### src/rtl/risc_ctrl_seq.sv
// Instruction sequencer: FETCH/DECODE/EXEC/WB per instruction, 4 clocks each; hold stalls in FETCH only.
// Decode outputs are registered and carry the instruction fields for exactly the EXEC cycle.
module risc_ctrl_seq #(
  parameter int PC_W   = 8,
  parameter int ICNT_W = 16
) (
  input  logic              clk,
  input  logic              rst_n,
  input  logic              start,
  input  logic              hold,
  output logic [PC_W-1:0]   imaddr,
  output logic              imen,
  input  logic [15:0]       imdata,
  output logic [3:0]        opcode,
  output logic [3:0]        dmaddrin,
  output logic [2:0]        dstin,
  output logic [2:0]        opnda_addr,
  output logic [2:0]        opndb_addr,
  output logic              busy,
  output logic              halted,
  output logic [PC_W-1:0]   pc,
  output logic [ICNT_W-1:0] icount
);

  typedef enum logic [2:0] {
    S_IDLE   = 3'd0,
    S_FETCH  = 3'd1,
    S_DECODE = 3'd2,
    S_EXEC   = 3'd3,
    S_WB     = 3'd4,
    S_HALT   = 3'd5
  } state_t;

  state_t            state, state_nxt;
  logic [PC_W-1:0]   pc_nxt;
  logic [ICNT_W-1:0] icount_nxt;
  logic              is_halt;
  logic              load_ir;

  assign is_halt = (imdata == 16'h0FFF);
  assign load_ir = (state == S_DECODE) && !is_halt;

  always_comb begin
    state_nxt  = state;
    pc_nxt     = pc;
    icount_nxt = icount;
    case (state)
      S_IDLE, S_HALT: begin
        if (start) begin
          state_nxt  = S_FETCH;
          pc_nxt     = '0;
          icount_nxt = '0;
        end
      end
      S_FETCH: begin
        if (!hold) state_nxt = S_DECODE;
      end
      S_DECODE: begin
        pc_nxt    = pc + 1'b1;
        state_nxt = is_halt ? S_HALT : S_EXEC;
      end
      S_EXEC: state_nxt = S_WB;
      S_WB: begin
        state_nxt = S_FETCH;
        if (icount != {ICNT_W{1'b1}}) icount_nxt = icount + 1'b1;
      end
      default: state_nxt = S_IDLE;
    endcase
  end

  // Status and memory-port outputs are registered from the next state so they never glitch.
  always_ff @(posedge clk or negedge rst_n) begin
    if (!rst_n) begin
      state  <= S_IDLE;
      pc     <= '0;
      icount <= '0;
      imen   <= 1'b0;
      imaddr <= '0;
      busy   <= 1'b0;
      halted <= 1'b0;
    end else begin
      state  <= state_nxt;
      pc     <= pc_nxt;
      icount <= icount_nxt;
      imen   <= (state_nxt == S_FETCH);
      imaddr <= pc_nxt;
      busy   <= (state_nxt == S_FETCH) || (state_nxt == S_DECODE) ||
                (state_nxt == S_EXEC)  || (state_nxt == S_WB);
      halted <= (state_nxt == S_HALT);
    end
  end

  // These registers are the instruction register: loaded entering EXEC, cleared leaving it.
  always_ff @(posedge clk or negedge rst_n) begin
    if (!rst_n) begin
      opcode     <= 4'd0;
      dstin      <= 3'd0;
      opnda_addr <= 3'd0;
      opndb_addr <= 3'd0;
      dmaddrin   <= 4'd0;
    end else if (load_ir) begin
      opcode     <= imdata[15:12];
      dstin      <= imdata[11:9];
      opnda_addr <= imdata[11:9];
      opndb_addr <= imdata[8:6];
      dmaddrin   <= imdata[3:0];
    end else begin
      opcode     <= 4'd0;
      dstin      <= 3'd0;
      opnda_addr <= 3'd0;
      opndb_addr <= 3'd0;
      dmaddrin   <= 4'd0;
    end
  end

endmodule

### config.mk
export PLATFORM = sky130hd
export DESIGN_NAME = risc_ctrl_seq
export DESIGN_NICKNAME = d
export VERILOG_FILES = /design/src/rtl/risc_ctrl_seq.sv
export SDC_FILE = /design/constraint.sdc
export NUM_CORES = 1
export LEC_CHECK = 0
export ABC_AREA = 1
export BUFFER_PORTS_ARGS = -buffer_cell sky130_fd_sc_hd__buf_2
export CAP_MARGIN = 20
export CORE_MARGIN = 5
export CORE_UTILIZATION = 40
export DETAILED_ROUTE_END_ITERATION = 10
export HOLD_SLACK_MARGIN = 0.05
export PLACE_DENSITY = 0.65
export SETUP_SLACK_MARGIN = 0.1
export SLEW_MARGIN = 15
export SYNTH_ARGS = -nofsm -noshare
export SYNTH_HDL_FRONTEND = slang
export SYNTH_SLANG_ARGS = --single-unit
### constraint.sdc
create_clock -name clk -period 2.82 [get_ports clk]
set_input_delay 0.282 -clock clk [delete_from_list [all_inputs] [get_ports clk]]
set_output_delay 0.282 -clock clk [all_outputs]
set_load 0.02 [all_outputs]
==> impl_metrics.tcl <==
set metrics [dict create \
    synth_cell_types 28 \
    worst_slack_ps 799.7 \
    relSlewSlack_pct 61.99 \
    grt_max_degree 45 \
    fin_crit_ps 2020 \
    seq_area_frac_synth_pct 48.27 \
    gr-usage-met3_pct 5.572 \
    drc 0 \
    clock_latency_ps 300 \
    status "completed" \
    ios 72 \
    dr.pass1.iters 7 \
    dr_total_vias 1968 \
    ys_async_sr_fraction_pct 100.0 \
    numCtsBuffers 5 \
    hold_slack_ps 185.8 \
    final_hold_viol_count 0 \
    busiest_layer "met2" \
    ctsHtreeMaxLevel 2 \
    grt_util_met1_pct 18.14 \
    synth_top_cell_area_share_pct 48.27 \
    pre_cts_ws_ps 812.5 \
    gp_congestion 0.8653 \
    final_cell_mix "buf_2 (71), nand2_1 (65), nor2_1 (53)" \
    synth_seq_cells 44 \
    grt_util_all_layers_pct 14.94 \
    period_share_pct 71.64 \
    port_buffers 71 \
    wl_microns 4992 \
    ctsLongestPathBuffers 2 \
    end_kind "register" \
    layout_commonest_cell "buf_2" \
    ff2ff_path_depth 8 \
    grt_antenna_before_repair 0 \
    netlist_instances 287 \
    critPathLaunchType "register" \
    clock_sinks 44 \
    syn_nets 309 \
    tightestPinTransition_ps 569.8 \
    required_ps 3040 \
    synth_edf_count 0 \
    synth_area_leader_cell "dfrtp_1" \
    global_route.usage.met2_pct 24.44 \
    clock_skew_ps 10.37 \
    maxCapViolations 0 \
    cp.arrival_ps 2240 \
    synth_area_leaders "dfrtp_1 (48%), nand2_1 (11%), nor2_1 (8.7%)" \
    antenna_cells 0 \
    synth_area_sq_um 2281 \
    hpwl_microns 3790 \
    dominantRegCellSynth "dfrtp_1" \
    hold-path-cell-count 3 \
    cts_setup_buffers 0 \
    drive_gt1_share_pct 25.92 \
    grt_pass1_vias 1959 \
    fp.coreArea_sq_um 5540 \
    cts_tree "done" \
    path_max_fanout 13 \
    ant_nets 0 \
    die-area_sq_um 7313 \
    fin_nets 376 \
    rsz0062_at_grt "false" \
    first_iter_violations 64 \
    syn_to_final_growth_pct 20.79 \
    finalSetupTns_ps 0 \
    powerDensity_nw_per_um2 682.2 \
    max_freq_mhz 495.0 \
    syn_area_per_cell_sq_um 7.948 \
    yosysWarnings 0 \
    viasPerCell 4.609 \
    p_leak_nw 1.520 \
    path_clk_slew_ps 90 \
    grt-ovfl-total 0 \
    critPathKind "reg2reg" \
    ir_drop_mv 0.3678 \
    fillers 585 \
    wl_per_cell_microns 11.69 \
    start_util_pct 41.17 \
    drv_slew 0 \
    chipWidth_microns 85.52 \
    die_height_microns 85.52 \
    root_buffer "clkbuf_8" \
    final-setup-viol-count 0 \
    hp-class "in2reg" \
    grt_pass1_wl_microns 8873 \
    rows 27 \
]
## cell families after synthesis
| group | synth area share [%] |
|---|---|
| adder cells (fa/ha/maj) | 1.097 |
| XOR/XNOR | 4.608 |
| AND/OR/NAND/NOR | 29.90 |
| multiplexers | 0.4389 |
| buffers and inverters | 10.86 |
| flip-flops | 48.27 |
| AO/OA/AOI/OAI | 4.827 |
## registers in the layout, indices dropped and copies added (netlist names)
signal	flops
icount	16
pc	8
dmaddrin	4
opcode	4
opnda_addr	3
opndb_addr	3
state	3
busy	1
halted	1
imen	1
## per-layer routing
| metal | wire length, microns | part of all wire (%) |
|---|---|---|
| met5 | 0 | 0 |
| met2 | 2333 | 47 |
| met3 | 475 | 9.5 |
| met1 | 2097 | 42 |
| met4 | 85 | 1.7 |
## path summary, 6_finish.rpt
kind,start,endpoint,slack [ps]
worst max register to register,icount[0],icount[13],800
max in group asynchronous,rst_n,icount[1],1820
worst min-delay path,imdata[1],dmaddrin[1],190
min in group asynchronous,rst_n,icount[5],500
worst max-delay path,icount[0],icount[13],800
worst min register to register,pc[7],pc[7],510
## cells in the mapped netlist (4+ instances only)
cell type and n:
buf_4 12, dfrtp_1 44, inv_1 34, nand2_1 65
nand3_1 26, nand4_1 5, nor2_1 53, o21ai_0 9
o21ai_1 5, xnor2_1 4, xor2_1 8
## worst max-delay path, cell delays in order, from the launching register on
cell and delay, ps:
dfrtp_1 440, ha_1 230, nand2_1 90, nor2_1 190
nand2_1 130, o21bai_2 500, buf_4 260, nand2_1 50
o21ai_1 70
## area by class of cell
| class | count | area (sq um) | area share (%) |
|---|---|---|---|
| inverter | 37 | 141.4 | 5.132 |
| sequential | 44 | 1101 | 39.96 |
| tap | 72 | 90.09 | 3.270 |
| clock inverter | 3 | 21.27 | 0.7720 |
| clock buffer | 5 | 68.82 | 2.498 |
| timing repair buffer | 74 | 400.4 | 14.53 |
| multi-input combinational | 192 | 932.1 | 33.83 |
## power by group
group	internal (mW)	total (mW)	switching [mW]	leakage [nW]
Combinational	0.204	0.661	0.456	0.876
Clock	0.176	0.404	0.228	0.0445
Sequential	0.728	0.815	0.0875	0.600
## stage by stage
step           utilization [%]  area (sq um)  power (mW)  instances
2_1_floorplan                -          2281       1.318        287
3_3_place_gp             47.43          2628       1.483        417
3_5_place_dp             47.43          2628       1.494        417
4_1_cts                  49.05          2718       1.908        425
5_1_grt                  49.73          2755       2.028        427
6_report                 49.73          2755       1.880        427
## timing repair
item	CTS	global route
endpoints found under the hold margin	0	21
resized for setup	0	0
hold buffers	0	1
Power figures use the tool's default switching activity.
